**src/rtl/spi_flash_responder.sv**
```systemverilog
// SPI NOR-flash responder: serves 03h READ bursts from a byte-wide memory, all logic on clk.
// Define SPI_FLASH_RESPONDER_FAST_READ_EN to also accept 0Bh FAST READ (8 dummy clocks).
module spi_flash_responder #(
  parameter int ADDR_WIDTH  = 24,
  parameter int SYNC_STAGES = 2
) (
  input  logic                  clk,
  input  logic                  rst,
  input  logic                  sck,
  input  logic                  ce_n,
  input  logic                  mosi,
  output logic                  miso,
  output logic                  mem_rd,
  output logic [ADDR_WIDTH-1:0] mem_addr,
  input  logic [7:0]            mem_data,
  output logic                  busy,
  output logic                  cmd_err
);

  typedef enum logic [2:0] {IDLE, CMD, ADDR, DUMMY, DATA, IGNORE} state_t;

  state_t                 state_q, state_d;
  logic [SYNC_STAGES-1:0] sck_sync_q, ce_sync_q, mosi_sync_q;
  logic                   sck_d_q, ce_d_q;
  logic                   sck_s, ce_s, mosi_s, rise, fall, ce_fall;
  logic [4:0]             bit_cnt_q, bit_cnt_d;
  logic [22:0]            sh_in_q, sh_in_d;
  logic [7:0]             sh_out_q, sh_out_d, nxt_q, nxt_d;
  logic [ADDR_WIDTH-1:0]  rd_ptr_q, rd_ptr_d, mem_addr_q, mem_addr_d;
  logic                   first_q, first_d, pend_q, pend_d, fast_q, fast_d;
  logic                   miso_q, miso_d, mem_rd_q, mem_rd_d, cmd_err_q, cmd_err_d;
  logic [7:0]             opcode;
  logic [23:0]            addr_rx;
  logic                   op_fast;

  assign sck_s   = sck_sync_q[SYNC_STAGES-1];
  assign ce_s    = ce_sync_q[SYNC_STAGES-1];
  assign mosi_s  = mosi_sync_q[SYNC_STAGES-1];
  assign rise    = sck_s & ~sck_d_q;
  assign fall    = ~sck_s & sck_d_q;
  assign ce_fall = ~ce_s & ce_d_q;
  assign opcode  = {sh_in_q[6:0], mosi_s};
  assign addr_rx = {sh_in_q, mosi_s};

`ifdef SPI_FLASH_RESPONDER_FAST_READ_EN
  assign op_fast = (opcode == 8'h0B);
`else
  assign op_fast = 1'b0;
`endif

  always_ff @(posedge clk or posedge rst) begin
    if (rst) begin
      sck_sync_q  <= '0;
      ce_sync_q   <= '1;
      mosi_sync_q <= '0;
      sck_d_q     <= 1'b0;
      ce_d_q      <= 1'b1;
    end else begin
      sck_sync_q  <= {sck_sync_q[SYNC_STAGES-2:0], sck};
      ce_sync_q   <= {ce_sync_q[SYNC_STAGES-2:0], ce_n};
      mosi_sync_q <= {mosi_sync_q[SYNC_STAGES-2:0], mosi};
      sck_d_q     <= sck_s;
      ce_d_q      <= ce_s;
    end
  end

  always_ff @(posedge clk or posedge rst) begin
    if (rst) begin
      state_q    <= IDLE;
      bit_cnt_q  <= '0;
      sh_in_q    <= '0;
      sh_out_q   <= '0;
      nxt_q      <= '0;
      rd_ptr_q   <= '0;
      mem_addr_q <= '0;
      first_q    <= 1'b0;
      pend_q     <= 1'b0;
      fast_q     <= 1'b0;
      miso_q     <= 1'b0;
      mem_rd_q   <= 1'b0;
      cmd_err_q  <= 1'b0;
    end else begin
      state_q    <= state_d;
      bit_cnt_q  <= bit_cnt_d;
      sh_in_q    <= sh_in_d;
      sh_out_q   <= sh_out_d;
      nxt_q      <= nxt_d;
      rd_ptr_q   <= rd_ptr_d;
      mem_addr_q <= mem_addr_d;
      first_q    <= first_d;
      pend_q     <= pend_d;
      fast_q     <= fast_d;
      miso_q     <= miso_d;
      mem_rd_q   <= mem_rd_d;
      cmd_err_q  <= cmd_err_d;
    end
  end

  always_comb begin
    state_d    = state_q;
    bit_cnt_d  = bit_cnt_q;
    sh_in_d    = sh_in_q;
    sh_out_d   = sh_out_q;
    nxt_d      = nxt_q;
    rd_ptr_d   = rd_ptr_q;
    mem_addr_d = mem_addr_q;
    first_d    = first_q;
    pend_d     = mem_rd_q;
    fast_d     = fast_q;
    miso_d     = 1'b0;
    mem_rd_d   = 1'b0;
    cmd_err_d  = 1'b0;
    // Read data lands one clk after the strobe: the first byte goes straight
    // to the output shifter, prefetched bytes wait until the current LSB is out.
    if (pend_q) begin
      if (first_q) begin
        sh_out_d = mem_data;
        first_d  = 1'b0;
      end else begin
        nxt_d = mem_data;
      end
    end
    if (ce_s) begin
      state_d   = IDLE;
      bit_cnt_d = '0;
      pend_d    = 1'b0;
      first_d   = 1'b0;
    end else begin
      case (state_q)
        IDLE: if (ce_fall) begin
          state_d   = CMD;
          bit_cnt_d = '0;
        end
        CMD: if (rise) begin
          sh_in_d   = {sh_in_q[21:0], mosi_s};
          bit_cnt_d = bit_cnt_q + 5'd1;
          if (bit_cnt_q == 5'd7) begin
            bit_cnt_d = '0;
            fast_d    = op_fast;
            if (opcode == 8'h03 || op_fast) state_d = ADDR;
            else begin
              cmd_err_d = 1'b1;
              state_d   = IGNORE;
            end
          end
        end
        ADDR: if (rise) begin
          sh_in_d   = {sh_in_q[21:0], mosi_s};
          bit_cnt_d = bit_cnt_q + 5'd1;
          if (bit_cnt_q == 5'd23) begin
            bit_cnt_d  = '0;
            rd_ptr_d   = addr_rx[ADDR_WIDTH-1:0];
            mem_addr_d = addr_rx[ADDR_WIDTH-1:0];
            mem_rd_d   = 1'b1;
            first_d    = 1'b1;
            state_d    = fast_q ? DUMMY : DATA;
          end
        end
        DUMMY: if (rise) begin
          bit_cnt_d = bit_cnt_q + 5'd1;
          if (bit_cnt_q == 5'd7) begin
            bit_cnt_d = '0;
            state_d   = DATA;
          end
        end
        DATA: begin
          miso_d = miso_q;
          if (fall) begin
            miso_d    = sh_out_q[7];
            sh_out_d  = (bit_cnt_q[2:0] == 3'd7) ? nxt_q : {sh_out_q[6:0], 1'b0};
            bit_cnt_d = {2'b00, bit_cnt_q[2:0] + 3'd1};
            if (bit_cnt_q[2:0] == 3'd0) begin
              rd_ptr_d   = rd_ptr_q + ADDR_WIDTH'(1);
              mem_addr_d = rd_ptr_q + ADDR_WIDTH'(1);
              mem_rd_d   = 1'b1;
            end
          end
        end
        default: ;
      endcase
    end
  end

  assign miso     = miso_q;
  assign mem_rd   = mem_rd_q;
  assign mem_addr = mem_addr_q;
  assign cmd_err  = cmd_err_q;
  assign busy     = (state_q != IDLE);

endmodule

```
**config.mk**
```make
export PLATFORM = sky130hd
export DESIGN_NAME = spi_flash_responder
export DESIGN_NICKNAME = d
export VERILOG_FILES = /design/src/rtl/spi_flash_responder.sv
export SDC_FILE = /design/constraint.sdc
export NUM_CORES = 1
export LEC_CHECK = 0
export CORE_UTILIZATION = 40
export CTS_BUF_LIST = sky130_fd_sc_hd__clkbuf_8
export DETAILED_ROUTE_END_ITERATION = 10
export HOLD_SLACK_MARGIN = 0.08
export PLACE_DENSITY = 0.7
export SKIP_CTS_REPAIR_TIMING = 1
export SLEW_MARGIN = 20
export SYNTH_ARGS = -nofsm -noshare
export SYNTH_HDL_FRONTEND = slang
export SYNTH_SLANG_ARGS = --single-unit
```
**constraint.sdc**
```tcl
create_clock -name clk -period 4.2 [get_ports clk]
set_input_delay 0.42 -clock clk [delete_from_list [all_inputs] [get_ports clk]]
set_output_delay 0.42 -clock clk [all_outputs]
set_load 0.005 [all_outputs]
```
# Yosys cells after proc, flatten, opt, wreduce, memory -nomap -nowiden
# Index checks and enable logic that the tools add are counted.
# classes
addsub	3
n_eq_ne	21
muxes	49
bitwise_logic	7
reduce_logical	13
# op_table
operator	n
two-way mux 24 bit	4
two-way mux 8 bit	6
one-hot mux 24 bit (2 select lines)	1
two-way mux 5 bit	7
two-way mux 3 bit	9
adder 24 x 1 -> 24 bit, second input constant	1
inequality test 3 bit, second input constant	8
one-hot mux 5 bit (4 select lines)	1
two-way mux 1 bit	19
one-hot mux 3 bit (4 select lines)	1
nonzero test 5 bit	2
== test 8 x 2 -> 1 bit, second input constant	1
inequality test 2 bit, second input constant	4
AND reduction 8 bit	1
== test 3 x 2 -> 1 bit, second input constant	2
== test 3 bit, second input constant	2
logical NOT 3 bit	2
AND reduction 6 bit	1
adder 5 x 1 -> 5 bit, second input constant	1
== test 5 x 3 -> 1 bit, second input constant	1
== test 5 bit, second input constant	1
AND reduction 5 bit	1
NOT 1 bit	4
OR reduction 2 bit	2
9 further kinds	11
# word_totals
register_bits	84
input_bits	13
output_inout_bits	28
wordCells	109

# Logic depth before layout (Yosys ltp)
# depth
word_depth	6
ltp_mapped	9
mapped_depth_nobuf	8

# Worst setup path after synthesis
# Ideal clock, no wire load.
# synth_timing
path_type	register to register
from	register state_q[0]
to	register mem_addr_q[7], in the netlist mem_addr[7]
setup_ps	129
t_arrival_ps	1960
t_required_ps	4071
path_slack_ps	2111
path_stages_with_launch	9
n_path_buf	3
synth_period_minus_slack_ps	2089
path_cell_list	dfrtp_1 buf_6 or3b_1 clkbuf_1 or4_1 and2_4 buf_6 o21ai_0 o21ai_0
# synth_via
elab_chain_cells	3
word_cells_on_any_way	9
cone_classes	eq/ne (6); mux (1); reduce/logical (2)
# synth_rtl
element	line_no	rtl
from (decl)	22	state_t state_q, state_d;
from (signal assigned)	83	state_q <= state_d;
== test 3 bit / == test 3 x 2 -> 1 bit (equally long branches)	129	case (state_q)
inequality test 2 bit (no source line) / nonzero test 2 bit (equally long branches)	n/a	
AND reduction 6 bit (no source line)	n/a	
to (signal assigned)	89	mem_addr_q <= mem_addr_d;
to (decl)	29	logic [ADDR_WIDTH-1:0] rd_ptr_q, rd_ptr_d, mem_addr_q, mem_addr_d;
# Several ways; a longest one is shown, not always the timed one.
# A chain may end at the register's enable or synchronous reset.

# Worst setup path after layout
# layout_timing
from	register state_q[2]
to	register mem_addr_q[16], in the netlist mem_addr[16]
# The elaborated chain is that of the path after synthesis.

==> flow_summary.toml <==
[logic_synthesis]
syn-cell-area_mm2 = 0.00418
synth_fa_ha_area_frac = 0.0120
synthArstFlopShare = 1.00
synth_edf_count = 0
syn_area_per_cell_um2 = 10.5
synthFlopType = "dfrtp_1"
synth.net_count = 417
yosysTopAreaCell = "dfrtp_1"
ys_ff_latch = 84
synth.distinct_cells = 60
synth_commonest_cells = "dfrtp_1, a21oi_1, mux2_2, nor2_1, nand3_1"
yosysWarnings = 0
yosys.area_share.simple = 0.165
ys_seq_area_frac = 0.503
synth-compound-area-share = 0.162
synth_top_area_frac = 0.485
synth_top_family_by_area = "simple AND/OR/NAND/NOR gates"
syn_inst = 400
synth_xor_area_frac = 0.00419
yosys-top-cells-area = "dfrtp_1, mux2_2, a21oi_1"
yosysMostFrequentCell = "dfrtp_1"
synthMuxAreaShare = 0.112

[detailed_routing]
ant_nets = 0
viasPerCell = 5.72
drc = 0
totalWireLength_um = 9240
via_count = 3238
drtIter0Drc = 187
wl_per_cell_um = 16.3
drtPass1Iterations = 4

[place]
port_buffers = 40
pre_cts_ws_ps = 1360
dp_hpwl_um = 6150
gp_congestion = 0.818
dpl.cell_count = 550

[clock_network]
clk_latency_ps = 360
clk_pin_slew_worst_paths_ps = 80
cts_sinks = 84
h-tree-depth = 3
cts_max_path_buffers = 2
cts_buffers = 9
cts_root_buffer = "clkbuf_8"
cts_tree = "done"

[sta]
setup_tns_ps = 0
drv_slew = 0
tightestPinTransition_ps = 1060
finClkSkew_ps = 8.40
rsz0062_at_grt = "no"
clock.fmax_ghz = 0.346
fin_ws_ps = 1310
final.min_clock_period_ps = 2890
hold_viol = 0
timing.final.crit_share = 0.689
slew_headroom = 0.294
setup_violations = 0

[worst_hold_path]
holdPathEnd = "sck_sync_q[1]"
hold_depth = 0
hp-class = "flip-flop to flip-flop"
hp-start = "sck_sync_q[0]"

[grt]
grt_pass1_vias = 3208
grt_max_degree = 61
grt_usage = 0.182
grt_first_pass_wirelength_um = 16000
overflow = 0
antenna_found_initial = 0

[floorplanning]
core_area_mm2 = 0.00995
die_area_mm2 = 0.0109
start_util = 0.420
die-width_um = 104
rows = 36
io_pins = 41
die_y_um = 104

[setup_path]
r2r-end = "mem_addr[16]"
arrival_ps = 3180
crit_slowest_cell = "or3b_1"
cp_cell_sequence = "or3b_1 -> or4_1 -> and2_4 -> clkinv_4 -> o221ai_1 -> a21oi_1"
endpoint_kind = "flip-flop"
worstReg2RegStart = "state_q[2]"
max_stage_delay_ps = 830
path_class = "flip-flop to flip-flop"
crit_required_ps = 4480
startpoint_type = "flip-flop"
crit_fanout = 33
reg2reg_depth = 6
r2r_slack_ps = 1310

[pwr]
ir_drop_mv = 0.194
p_total_mw = 2.29
p_leak_nw = 2.12
p_per_area_mw_per_mm2 = 470

[final_layout]
ff_latch_area_mm2 = 0.00211
syn2layout_area_growth_pct = 16.6
instances_no_fill = 566
final_nets = 445
fill_cells = 901
antenna_cells = 0
drive_above_1_share = 0.157
utilization = 0.490
multi_input_area_mm2 = 0.00192

[status]
status = "complete, no violations"

[run]
maxCapViolations = 0
==> area by class of cell <==
class	instances	share of cell area
flip-flops and latches	84	0.432
multi-input cells	281	0.393
repair buffers	41	0.0836
well taps	133	0.0341
clock buffers	11	0.0310
clock inverters	5	0.0169
inverters	11	0.0100
==> layout by cell type (no fill, tap or decap), drive strengths merged, types with 3 or more instances in the layout <==
cell           netlist  final
o22ai                7      7
nand3               22     22
and4                 3      3
dfrtp               81     81
a31oi                4      4
a21o                 3      3
nor2b                3      3
and3                13     13
nor2                24     24
clkinv               1      3
and2                 4      4
nand4                8      8
o221ai               3      3
a211oi              11     11
clkbuf              18     11
inv                 10     11
nand2               19     19
or3                  4      4
nor3                 7      7
a21oi               36     36
o21ai               23     23
clkdlybuf4s50        0     40
a32oi                3      3
nor4                 6      6
mux2                32     32
dfstp                3      3
ha                   4      4
nand2b               4      4
mux2i               11     11
==> registers in the layout, summed over array words and instances, names as in the netlist, 2 cells and up <==
register	flops
state_q	3
bit_cnt_q	5
sh_out_q	8
mosi_sync_q	2
nxt_q	8
ce_sync_q	2
sh_in_q	23
sck_sync_q	2
mem_addr	24
==> metal layers <==
layer  track usage  wire, um
met5             0         0
met1         0.241      4290
met3        0.0288       365
met4        0.0776       153
met2         0.296      4430
==> critical path: cells and delay by family, from the launching register on <==
kind / cells / cell delay [ps]
buffers and inverters: 1 / 230
and+or+nand+nor: 3 / 1680
DFF: 1 / 610
AOI/OAI and AO/OA: 2 / 300
==> power by group <==
part           internal [mW]  switching (mW)
Combinational          0.289           0.253
Clock                  0.370           0.297
Sequential             0.926           0.159
==> how the worst max path moves through the flow <==
stage | startpoint | to | slack [ps] | cells past startpoint
2_1_floorplan | rst | bit_cnt_q[0] | 1620 | 1
3_5_place_dp | state_q[2] | mem_addr[16] | 1360 | 6
3_3_place_gp | state_q[2] | mem_addr[16] | 1420 | 6
4_1_cts | state_q[2] | mem_addr[16] | 1330 | 6
5_1_grt | state_q[2] | mem_addr[16] | 1100 | 6
6_report | state_q[2] | mem_addr[16] | 1310 | 6
==> logic make-up (layout without fill, tap and decap cells) <==
kind of cell,Yosys count,count (layout)
muxes,43,43
xor gates and xnor gates,2,2
and+or+nand+nor,127,127
AOI/OAI and AO/OA,105,105
DFF,84,84
buffers and inverters,35,68
adders and majority gates,4,4
==> per-stage QoR <==
step	area, um2	hold WS [ps]
2_1_floorplan	4180	331
3_5_place_dp	4640	337
6_report	4880	355
4_1_cts	4870	357
5_1_grt	4880	362
3_3_place_gp	4640	331
Power figures use the tool's default switching activity.
